[src/rtl/kws_pkg.sv]
// kws_pkg: opcode, status and sequencer state definitions shared by the
// command sequencer and its FIFO.
package kws_pkg;

   // Layer opcodes understood by the layer-control FSM
   localparam logic [3:0] OP_CMVN       = 4'h3;
   localparam logic [3:0] OP_CNN        = 4'h4;
   localparam logic [3:0] OP_RELU       = 4'h5;
   localparam logic [3:0] OP_BATCH_NORM = 4'h6;
   localparam logic [3:0] OP_POOL       = 4'h7;
   localparam logic [3:0] OP_FC         = 4'h8;
   localparam logic [3:0] OP_SIGMOID    = 4'h9;
   localparam logic [3:0] OP_MIN        = OP_CMVN;
   localparam logic [3:0] OP_MAX        = OP_SIGMOID;

   // Response status codes
   localparam logic [1:0] ST_OK      = 2'b00;
   localparam logic [1:0] ST_TIMEOUT = 2'b01;
   localparam logic [1:0] ST_ILLEGAL = 2'b10;

   typedef enum logic [1:0] {
      SEQ_IDLE,
      SEQ_ISSUE,
      SEQ_WAIT,
      SEQ_RESP
   } seq_state_t;

   function automatic logic op_is_legal(input logic [3:0] op);
      return (op >= OP_MIN) && (op <= OP_MAX);
   endfunction

endpackage

[src/rtl/kws_cmd_fifo.sv]
// kws_cmd_fifo: synchronous FIFO with occupancy count. No write-to-read
// bypass: a word written this cycle is visible at the head next cycle.
module kws_cmd_fifo
   import kws_pkg::*;
#(
   parameter int unsigned DEPTH = 4,
   parameter int unsigned W     = 4
) (
   input  logic                     clk,
   input  logic                     rst,
   input  logic                     push,
   input  logic                     pop,
   input  logic [W-1:0]             din,
   output logic [W-1:0]             dout,
   output logic                     full,
   output logic                     empty,
   output logic [$clog2(DEPTH):0]   count
);

   localparam int unsigned AW = $clog2(DEPTH);

   logic [W-1:0]  mem [DEPTH];
   logic [AW-1:0] wr_ptr;
   logic [AW-1:0] rd_ptr;
   logic          do_push;
   logic          do_pop;

   assign full    = (count == (AW+1)'(DEPTH));
   assign empty   = (count == '0);
   assign do_push = push && !full;
   assign do_pop  = pop && !empty;
   assign dout    = mem[rd_ptr];

   // Storage array; pointers wrap naturally because DEPTH is a power of two
   always_ff @(posedge clk) begin
      if (do_push) begin
         mem[wr_ptr] <= din;
      end
   end

   // Pointer and occupancy bookkeeping
   always_ff @(posedge clk or posedge rst) begin
      if (rst) begin
         wr_ptr <= '0;
         rd_ptr <= '0;
         count  <= '0;
      end else begin
         if (do_push) begin
            wr_ptr <= wr_ptr + 1'b1;
         end
         if (do_pop) begin
            rd_ptr <= rd_ptr + 1'b1;
         end
         case ({do_push, do_pop})
            2'b10:   count <= count + 1'b1;
            2'b01:   count <= count - 1'b1;
            default: count <= count;
         endcase
      end
   end

endmodule

[src/rtl/kws_cmd_sequencer.sv]
// kws_cmd_sequencer: issues queued host opcodes to the layer-control FSM one
// at a time, holds the opcode for the whole run, waits for done or timeout
// and returns one status response per command.
// Optional macro KWS_SEQ_CYCLE_COUNT_EN adds the resp_cycles output.
module kws_cmd_sequencer
   import kws_pkg::*;
#(
   parameter int unsigned DEPTH   = 4,
   parameter int unsigned TIMEOUT = 1024,
   parameter int unsigned CW      = 16
) (
   input  logic                     clk,
   input  logic                     rst,
   input  logic                     cmd_valid,
   output logic                     cmd_ready,
   input  logic [3:0]               cmd_opcode,
   output logic                     fsm_start,
   output logic [3:0]               fsm_opcode,
   input  logic                     fsm_done,
   output logic                     resp_valid,
   input  logic                     resp_ready,
   output logic [3:0]               resp_opcode,
   output logic [1:0]               resp_status,
   output logic                     busy,
`ifdef KWS_SEQ_CYCLE_COUNT_EN
   output logic [CW-1:0]            resp_cycles,
`endif
   output logic [$clog2(DEPTH):0]   fifo_count
);

   localparam logic [CW-1:0] LAST_WAIT = CW'(TIMEOUT - 1);

   seq_state_t    state;
   seq_state_t    state_n;
   logic          rst_done;
   logic          fifo_full;
   logic          fifo_empty;
   logic [3:0]    head;
   logic          push;
   logic          pop;
   logic          wait_exit;
   logic [CW-1:0] counter;
   logic [CW-1:0] counter_n;
   logic [3:0]    fsm_opcode_n;
   logic [3:0]    resp_opcode_n;
   logic [1:0]    resp_status_n;

   assign cmd_ready = rst_done && !fifo_full;
   assign push      = cmd_valid && cmd_ready;
   assign wait_exit = (state == SEQ_WAIT) && (state_n == SEQ_RESP);

   kws_cmd_fifo #(
      .DEPTH (DEPTH),
      .W     (4)
   ) u_fifo (
      .clk   (clk),
      .rst   (rst),
      .push  (push),
      .pop   (pop),
      .din   (cmd_opcode),
      .dout  (head),
      .full  (fifo_full),
      .empty (fifo_empty),
      .count (fifo_count)
   );

   // State register
   always_ff @(posedge clk or posedge rst) begin
      if (rst) begin
         state <= SEQ_IDLE;
      end else begin
         state <= state_n;
      end
   end

   // Next-state logic and FIFO pop decision
   always_comb begin
      state_n = state;
      pop     = 1'b0;
      unique case (state)
         SEQ_IDLE: begin
            if (!fifo_empty && !resp_valid) begin
               pop     = 1'b1;
               state_n = op_is_legal(head) ? SEQ_ISSUE : SEQ_RESP;
            end
         end
         SEQ_ISSUE: state_n = SEQ_WAIT;
         SEQ_WAIT: begin
            if (fsm_done || (counter == LAST_WAIT)) begin
               state_n = SEQ_RESP;
            end
         end
         SEQ_RESP: begin
            if (resp_ready) begin
               state_n = SEQ_IDLE;
            end
         end
         default: state_n = SEQ_IDLE;
      endcase
   end

   // Datapath next values: opcode latch, wait counter, response fields
   always_comb begin
      fsm_opcode_n  = fsm_opcode;
      resp_opcode_n = resp_opcode;
      resp_status_n = resp_status;
      counter_n     = counter;
      unique case (state)
         SEQ_IDLE: begin
            if (pop) begin
               if (op_is_legal(head)) begin
                  fsm_opcode_n = head;
               end else begin
                  resp_opcode_n = head;
                  resp_status_n = ST_ILLEGAL;
               end
            end
         end
         SEQ_ISSUE: counter_n = '0;
         SEQ_WAIT: begin
            counter_n = counter + 1'b1;
            // done is tested first so it wins over a coincident timeout
            if (fsm_done) begin
               resp_opcode_n = fsm_opcode;
               resp_status_n = ST_OK;
            end else if (counter == LAST_WAIT) begin
               resp_opcode_n = fsm_opcode;
               resp_status_n = ST_TIMEOUT;
            end
         end
         default: ;
      endcase
   end

   // Registered outputs, decoded from the upcoming state
   always_ff @(posedge clk or posedge rst) begin
      if (rst) begin
         rst_done    <= 1'b0;
         counter     <= '0;
         fsm_start   <= 1'b0;
         fsm_opcode  <= '0;
         resp_valid  <= 1'b0;
         resp_opcode <= '0;
         resp_status <= ST_OK;
         busy        <= 1'b0;
      end else begin
         rst_done    <= 1'b1;
         counter     <= counter_n;
         fsm_start   <= (state_n == SEQ_ISSUE);
         fsm_opcode  <= fsm_opcode_n;
         resp_valid  <= (state_n == SEQ_RESP);
         resp_opcode <= resp_opcode_n;
         resp_status <= resp_status_n;
         busy        <= (state_n == SEQ_ISSUE) || (state_n == SEQ_WAIT);
      end
   end

`ifdef KWS_SEQ_CYCLE_COUNT_EN
   // Capture the number of WAIT cycles spent; illegal commands report zero
   always_ff @(posedge clk or posedge rst) begin
      if (rst) begin
         resp_cycles <= '0;
      end else if (wait_exit) begin
         resp_cycles <= counter + 1'b1;
      end else if (pop && !op_is_legal(head)) begin
         resp_cycles <= '0;
      end
   end
`else
   logic unused_wait_exit;
   assign unused_wait_exit = wait_exit;
`endif

endmodule

[config.mk]
export PLATFORM = sky130hd
export DESIGN_NAME = kws_cmd_sequencer
export DESIGN_NICKNAME = d
export VERILOG_FILES = /design/src/rtl/kws_pkg.sv /design/src/rtl/kws_cmd_fifo.sv /design/src/rtl/kws_cmd_sequencer.sv
export SDC_FILE = /design/constraint.sdc
export NUM_CORES = 1
export LEC_CHECK = 0
export CORE_MARGIN = 2
export CORE_UTILIZATION = 61
export DETAILED_ROUTE_END_ITERATION = 10
export HOLD_SLACK_MARGIN = 0.06
export PLACE_DENSITY = 0.86
export REMOVE_ABC_BUFFERS = 1
export SLEW_MARGIN = 20
export SYNTH_ARGS = -nofsm -noshare
export SYNTH_HDL_FRONTEND = slang
export SYNTH_SLANG_ARGS = --single-unit
[constraint.sdc]
create_clock -name clk -period 5.2 [get_ports clk]
set_input_delay 0.78 -clock clk [delete_from_list [all_inputs] [get_ports clk]]
set_output_delay 0.78 -clock clk [all_outputs]
set_load 0.005 [all_outputs]
## Word-level counts from Yosys, hierarchy flattened

Memory sizes are Yosys's and may differ from the RTL's.
Cells that the tools add are included.

| storage, ports and cells | value |
|---|---|
| register bits | 39 |
| RAM bits | 16 |
| input bits | 9 |
| output and inout bits | 17 |
| logic and storage cells | 72 |
| memories | 1 |

| cells by class | value |
|---|---|
| $add $sub $neg | 5 |
| $lt $le $gt $ge | 2 |
| equality and inequality tests | 13 |
| muxes and demuxes | 21 |
| reduce and logical (&&, ||, !) cells | 18 |

Memory list:

| name | words | bits a word | rd ports | clocked after memory_dff | wr ports | line | text |
|---|---|---|---|---|---|---|---|
| u_fifo.mem | 4 | 4 | 1 | 0 | 1 | kws_cmd_fifo.sv:22 | `logic [W-1:0] mem [DEPTH];` |

Operator list:

| operator | number |
|---|---|
| case mux 16 bit (2 select lines) | 1 |
| adder 16 x 1 -> 16 bit (second input constant) | 1 |
| equality test 16 x 10 -> 1 bit (second input constant) | 1 |
| 2-to-1 mux 2 bit | 8 |
| 2-to-1 mux 4 bit | 4 |
| equality test 2 bit (second input constant) | 5 |
| case mux 2 bit (4 select lines) | 1 |
| case mux 4 bit (2 select lines) | 1 |
| equality test 2 x 1 -> 1 bit (second input constant) | 3 |
| logical AND 1 bit | 6 |
| case mux 3 bit (2 select lines) | 1 |
| nonzero test 2 bit | 3 |
| adder 2 x 1 -> 2 bit (second input constant) | 2 |
| greater-or-equal comparator 4 x 2 -> 1 bit (second input constant) | 1 |
| <= comparator 4 bit (second input constant) | 1 |
| 2-to-1 mux 1 bit | 4 |
| case mux 2 bit (2 select lines) | 1 |
| AND reduction 4 bit | 1 |
| adder 3 x 1 -> 3 bit (second input constant) | 1 |
| equality test 3 bit (second input constant) | 1 |
| zero test 1 bit | 3 |
| zero test 3 bit | 1 |
| != test 3 x 2 -> 1 bit (second input constant) | 1 |
| AND reduction 3 bit | 1 |
| other kinds (5) | 6 |

## Depth between registers and ports, before layout

Gate-level depths: netlist of run 1.

| logic depth | value |
|---|---|
| depth after elaboration | 8 |
| gate-level depth with buffers | 10 |
| gate-level depth less buffers | 10 |

## Hierarchy

From an unflattened synthesis of run 1, not the netlist that was laid out.

| unflattened totals | value |
|---|---|
| cells, all modules | 233 |
| area, all modules | 2763.9 µm² |

By module, submodules not included:

| module | times used | cells each | area an instance (µm²) | sequential area each (µm²) |
|---|---|---|---|---|
| kws_cmd_sequencer | 1 | 174 | 1742.9 | 800.8 |
| kws_cmd_fifo | 1 | 59 | 1021.0 | 655.6 |

## Worst setup path before layout of run 1

No wires, ideal clock.

| timing path | value |
|---|---|
| kind | flip-flop to flip-flop |
| from | register u_fifo.rd_ptr[0] |
| to | register busy |
| setup time | 0.113 ns |
| data arrival time | 2.087 ns |
| data required time | 5.087 ns |
| setup slack | 3.000 ns |
| stages on the path, launching flop included | 8 |
| path buffers | 1 |
| period minus slack after synthesis | 2.200 ns |
| cell sequence | dfrtp_1 > buf_6 > mux4_1 > a21oi_2 > o22ai_1 > a311o_1 > ha_1 > inv_1 |

| between the ends | value |
|---|---|
| word-level cells in the longest chain between the ends | 8 |
| elaborated cells between the ends (all ways) | 10 |
| those cells by class | order compare (2); eq/ne (2); mux (3); reduce/logical (2); memory (1) |

RTL lines:

| what | line | text |
|---|---|---|
| start: declaration | kws_cmd_fifo.sv:24 | `logic [AW-1:0] rd_ptr;` |
| start signal: assignment | kws_cmd_fifo.sv:52 | `rd_ptr <= rd_ptr + 1'b1;` |
| memory read (4 x 4 bit) * | -- |  |
| greater-or-equal comparator 4 x 2 -> 1 bit or <= comparator 4 bit (tied branches) | kws_pkg.sv:29 | `return (op >= OP_MIN) && (op <= OP_MAX);` |
| logical AND 1 bit * | kws_pkg.sv:29 |  |
| 2-to-1 mux 2 bit * | kws_cmd_sequencer.sv:84 | `state_n = op_is_legal(head) ? SEQ_ISSUE : SEQ_RESP;` |
| 2-to-1 mux 2 bit * | kws_cmd_sequencer.sv:82 | `if (!fifo_empty && !resp_valid) begin` |
| case mux 2 bit (4 select lines) * | kws_cmd_sequencer.sv:80 | `unique case (state)` |
| equality test 2 x 1 -> 1 bit or equality test 2 bit (tied branches) | kws_cmd_sequencer.sv:154 | `busy <= (state_n == SEQ_ISSUE) \|\| (state_n == SEQ_WAIT);` |
| logical OR 1 bit * | kws_cmd_sequencer.sv:154 |  |
| end signal: assignment | kws_cmd_sequencer.sv:154 |  |
| end: declaration | kws_cmd_sequencer.sv:24 | `output logic busy,` |

Every way passes the cells marked *; elsewhere a longest branch is shown, timed or not.
A chain may end at the register's enable or synchronous reset.

## Worst setup path after layout of run 1

| timing path | value |
|---|---|
| from | register u_fifo.count[1] |
| to | output cmd_ready |

| between the ends | value |
|---|---|
| word-level cells in the longest chain between the ends | 3 |

RTL lines:

| what | line | text |
|---|---|---|
| start: declaration | kws_cmd_fifo.sv:17 | `output logic [$clog2(DEPTH):0] count` |
| start signal: assignment | kws_cmd_fifo.sv:55 | `2'b10: count <= count + 1'b1;` |
| start signal: assignment | kws_cmd_fifo.sv:56 | `2'b01: count <= count - 1'b1;` |
| start signal: assignment | kws_cmd_fifo.sv:57 | `default: count <= count;` |
| equality test 3 bit | kws_cmd_fifo.sv:28 | `assign full = (count == (AW+1)'(DEPTH));` |
| zero test 1 bit | kws_cmd_sequencer.sv:48 | `assign cmd_ready = rst_done && !fifo_full;` |
| logical AND 1 bit | kws_cmd_sequencer.sv:48 |  |
| end: declaration | kws_cmd_sequencer.sv:15 | `output logic cmd_ready,` |

No other way between the ends.

==> results of run 1 <==
==> kinds of logic (layout without fill, tap and decap cells) <==
kind of cell             after synthesis  count (layout)  share of synthesized area (%)
buffers and inverters                 26              57                          3.892
multiplexers                          11              11                          6.256
AND/OR/NAND/NOR                       79              79                          15.25
XOR/XNOR                              14              14                          4.541
other                                  1               1                         0.1389
adder cells (fa/ha/maj)               14              14                          6.766
AO/OA/AOI/OAI                         33              33                          9.223
flip-flops                            55              55                          53.94
==> worst register-to-register path, delay by kind of cell, from the launching register on <==
kind                       cells  cell delay (ns)
DFF                            1             0.43
AOI/OAI and AO/OA              2             0.51
adders and majority gates      1             0.28
and+or+nand+nor                3             1.17
buffers and inverters          1             0.05
==> worst paths after layout <==
path                                   to  slack, ns
setup / recovery                cmd_ready       2.65
hold / removal                 counter[0]       0.52
setup reg to reg                     busy       2.72
hold reg to reg                counter[0]       0.52
max in group asynchronous  resp_opcode[3]       3.98
min in group asynchronous     counter[15]       0.88
==> registers in the layout, summed over array words and instances, names as in the netlist <==
name and cells:
state 2, fsm_start 1, rst_done 1, u_fifo.rd_ptr 2, busy 1, resp_valid 1, counter 16, fsm_opcode 4
u_fifo.count 3, u_fifo.wr_ptr 2, resp_opcode 4, u_fifo.mem 16, resp_status 2
==> cells in the mapped netlist, types with 2 or more instances <==
master      n
nand3_1     6
mux2i_1     3
a21oi_1     2
xor2_1      5
mux2_2      4
nor2_1     20
or3_1       3
xnor2_1     9
mux4_2      3
o2bb2ai_1   2
nor2b_1     2
nor3_1      8
ha_1       13
or4_1       2
nand2_1    18
edfxtp_1   16
nand4_1     3
clkbuf_1    2
dfrtp_1    39
a31oi_1     2
a221oi_1    2
a22o_1      3
inv_1      22
o21ai_0    11
nor4_1      4
and3_1      5
==> final cells by class <==
type / instances / area (µm²) / area share (%)
clock buffer: 5 / 68.82 / 2.191
inverter: 23 / 86.33 / 2.749
sequential: 55 / 1456 / 46.37
tap: 52 / 65.06 / 2.072
multi-input combinational: 152 / 1139 / 36.25
timing repair buffer: 26 / 257.7 / 8.207
clock inverter: 3 / 67.56 / 2.151
==> layer usage <==
metal	vias up	track usage [%]	wire, µm
met5	-	0	0
met3	9	4.274	152
li1	897	-	-
met2	34	35.64	2389
met4	0	7.128	75
met1	873	29.89	2177
==> stage by stage <==
| stage | hold slack [ns] | setup WS, ns | util [%] | power [W] | instance area [µm²] |
|---|---|---|---|---|---|
| CTS | 0.5281 | 2.640 | 73.14 | 0.001787 | 3141 |
| detailed placement | 0.5065 | 2.610 | 69.96 | 0.001449 | 3004 |
| global route | 0.5521 | 2.546 | 73.14 | 0.001915 | 3141 |
| floorplan | 0.4787 | 2.937 | - | 0.001179 | 2681 |
| global placement | 0.5002 | 2.673 | 69.96 | 0.001426 | 3004 |
| finish | 0.5204 | 2.655 | 73.14 | 0.001779 | 3141 |
==> power breakdown <==
part           switching (W)  internal (W)  leakage (nW)
Clock               0.000140      0.000192        0.0644
Sequential         0.0000974      0.000557         0.641
Combinational       0.000424      0.000368         0.618
Total               0.000661       0.00112          1.32
==> results.cfg, run 1 <==
[final_layout]
diodes = 0
drive_above_1_share_pct = 7.955
nNetsFinal = 286
final_common_cell = dfrtp_1
layoutNonFillerInstCount = 316
nFillCells = 303
final_cell_mix = dfrtp_1 (39), clkdlybuf4s50_1 (25), inv_1 (22)
area_growth_pct = 16.31

[yosys]
async_reset_ff_share_pct = 70.91
synthCells = 233
yosys_warnings = 0
ys_types = 50
synthFlopType = dfrtp_1
ys_seq_elements = 55
yosysSeqAreaShare_pct = 53.94
yosysTopAreaCell = dfrtp_1
synth-edff-count = 16
syn_avg_cell_area_um2 = 11.59
syn_area_um2 = 2700
synth_area_leaders = dfrtp_1 (36%), edfxtp_1 (18%), ha_1 (6.0%), inv_1 (3.1%), xnor2_1 (2.9%)
synthDominantCellAreaShare_pct = 36.14

[sta]
min_period_over_period_pct = 48.95
worstMarginPinSlew_ns = 0.5952
hold_violations = 0
finalSetupViolations = 0
finalClockSkew_ns = 0.01017
fin_setup_tns_ns = 0
relSlewSlack_pct = 60.02
rsz0062_at_grt = no
maxSlewViolCount = 0
period_needed_ns = 2.545
fmax_mhz = 392.9

[power]
p_leak_nw = 1.323
power.density_nw_per_um2 = 566.5
ir_worst_vdd_mv = 0.2679

[global_routing]
grt_overflow = 0
grt_pass1_wl_um = 8500
first_global_vias = 1836
antenna_found_initial = 0
grt_max_degree = 40
grt_usage_pct = 21.79

[floorplanning]
start_util_pct = 62.88
core-area_um2 = 4294
die_x_um = 70.53
die_h_um = 70.53
die_area_um2 = 4974
rows = 24
pin_count = 26

[setup_path]
worstSetupStartpoint = u_fifo.count[1]
critPathRequiredTime_ns = 4.42
r2r_cells = 7
path_buf_inv = 2
start_kind = flop
critical_path.max_stage_delay_ns = 0.58
worst-path-stages = 3
cp-end-kind = output port
cpLargestDelayFamily = buffers and inverters
worst-path-max-fanout = 6
reg2reg_from = counter[11]
crit_chain = inv_1 > a31oi_1 > clkdlybuf4s50_1
critPathKind = reg2out
crit_slowest_cell = clkdlybuf4s50_1
crit_arrival_ns = 1.77

[placed_design]
place.gp.congestion = 0.8197
portBuffers = 25
dp_hpwl_um = 3502
dp_cells = 308

[flow_run]
drv_cap = 0

[clocking]
clock-root-buffer = clkbuf_8
cts_tree = built
cts.path.max_buffers = 2
cts_hold_buf = 0
htree_levels = 2
cts.sinks = 55
clkLatencyLatePin_ns = 0.31
cts_resized = 0
clk_pin_slew_ns = 0.10
post-cts-setup-buffers = 0
cts_buffers = 5

[hold_path]
min_path_cells = 1
hp-start = counter[0]
hold_class = reg2reg

[run_status]
outcome = finished, final reports clean

[route]
dr_total_vias = 1813
antenna_left = 0
routedWlPerCell_um = 15.17
drt-total-wl_um = 4795
firstDrtPassIters = 4
drt-vias-per-instance = 5.737
drtIter0Drc = 170
drc = 0
No activity file was read; power rests on OpenSTA's default activity.
==> run 2, diff against run 1 <==
- CORE_UTILIZATION: 61 -> 57
- PLACE_DENSITY: 0.86 -> 0.82
- clock period: 5.2 -> 2.65 ns (I/O delays scaled with it)
==> results.cfg, run 2 (synthesized netlist as in run 1, its figures left out) <==
[floorplanning]
die_x_um = 72.83
core-area_um2 = 4629
die_area_um2 = 5303
rows = 25
start_util_pct = 58.32
die_h_um = 72.83
pin_count = 26

[sta]
finalClockSkew_ns = 0.004593
fin_ws_ns = 0.1994
relSlewSlack_pct = 58.46
fmax_mhz = 408.1
fin_hold_ws_ns = 0.4934
period_needed_ns = 2.451
min_period_over_period_pct = 92.48
hold_violations = 0
rsz0062_at_grt = no
fin_setup_tns_ns = 0
finalSetupViolations = 0
worstMarginPinSlew_ns = 0.6209
maxSlewViolCount = 0

[route]
dr_total_vias = 1822
drtIter0Drc = 141
drt-total-wl_um = 4790
drc = 0
drt-vias-per-instance = 5.658
routedWlPerCell_um = 14.88
antenna_left = 0
firstDrtPassIters = 4

[final_layout]
final_common_cell = dfrtp_1
nFillCells = 345
layoutNonFillerInstCount = 322
final_area_um2 = 3156
final_cell_mix = dfrtp_1 (39), clkdlybuf4s50_1 (25), inv_1 (22)
largestRegisters = counter (16), u_fifo.mem (16)
diodes = 0
area_growth_pct = 16.87
drive_above_1_share_pct = 9.328
nNetsFinal = 290

[setup_path]
critPathKind = reg2reg
start_kind = flop
crit_chain = mux4_1 > a21oi_2 > o22ai_1 > a311o_1 > ha_1 > inv_1
crit_slowest_cell = mux4_1
cp-end-kind = flop
worst-path-max-fanout = 6
crit_arrival_ns = 2.66
critPathRequiredTime_ns = 2.86
critical_path.max_stage_delay_ns = 0.67

[placed_design]
dp_cells = 314
place.gp.congestion = 0.8659
place_area_um2 = 3037
portBuffers = 25
dp_hpwl_um = 3508
place_ws_ns = 0.1955

[power]
ir_worst_vdd_mv = 0.5866
power.density_nw_per_um2 = 1097
p_leak_nw = 1.339

[global_routing]
grt_max_degree = 40
grt_usage_pct = 20.47
grt_pass1_wl_um = 8300
grt_overflow = 0
antenna_found_initial = 0
first_global_vias = 1833

[clocking]
clkLatencyLatePin_ns = 0.31
cts.sinks = 55
clk_pin_slew_ns = 0.10
cts.path.max_buffers = 2
cts_buffers = 5
htree_levels = 2
cts_tree = built
cts_resized = 0
clock-root-buffer = clkbuf_8
post-cts-setup-buffers = 0
cts_hold_buf = 0

[flow_run]
drv_cap = 0

[hold_path]
hold_class = in2async

[run_status]
outcome = finished, final reports clean
==> run 2: changes by cell type in the layout (fill, tap and decap cells not counted) <==
cell	change
clkinvlp_4	-1
inv_8	+1
inv_6	+1
bufinv_16	-1
buf_4	+4
==> run 2: area by class of cell <==
| class | count | area [µm²] | share of cell area [%] |
|---|---|---|---|
| multi-input combinational | 152 | 1139 | 36.08 |
| clock inverter | 3 | 50.05 | 1.586 |
| sequential | 55 | 1456 | 46.15 |
| inverter | 23 | 86.33 | 2.736 |
| tap | 54 | 67.56 | 2.141 |
| timing repair buffer | 30 | 287.8 | 9.120 |
| clock buffer | 5 | 68.82 | 2.181 |
==> run 2: critical path: cells and delay by family (launching register included) <==
kind                       cells  cell delay, ns
adders and majority gates      1            0.29
buffers and inverters          1            0.04
muxes                          1            0.67
DFF                            1            0.52
AOI/OAI and AO/OA              3            0.82
==> run 2: final timing paths <==
path / slack, ns / end / from / depth (start not counted)
worst max-delay path: 0.20 / busy / u_fifo.rd_ptr[0] / 6
worst min-delay path: 0.49 / u_fifo.count[2] / rst / 3
worst max register to register: 0.20 / busy / u_fifo.rd_ptr[0] / 6
worst min register to register: 0.51 / counter[0] / counter[0] / 1
max in group asynchronous: 1.80 / fsm_opcode[1] / rst / 3
min in group clk: 0.51 / counter[0] / counter[0] / 1
==> run 2: power breakdown <==
group	switching (W)	leakage [nW]	internal, W
Sequential	0.000184	0.641	0.00109
Clock	0.000289	0.0607	0.000292
Combinational	0.000843	0.637	0.000761
==> run 2: metal layers <==
metal	up-vias	track usage [%]	routed length (µm)
met2	48	32.53	2320
met3	6	3.729	189
met5	-	0	0
met4	0	8.230	72
li1	899	-	-
met1	869	27.99	2207
==> run 2: metrics by stage <==
step	util, %	total power, W
2_1_floorplan	-	0.002314
3_5_place_dp	65.59	0.002908
6_report	68.16	0.003462
4_1_cts	68.16	0.003490
5_1_grt	68.16	0.003748
3_3_place_gp	65.59	0.002835
==> run 3, diff against run 2 <==
- ABC_AREA: default -> 0
- ABC_CLOCK_PERIOD_IN_PS: default -> 2650
- CTS_CLUSTER_DIAMETER: default -> 120
==> results of run 3 <==
Final layout, timing and power as in run 2 (identical DEF).
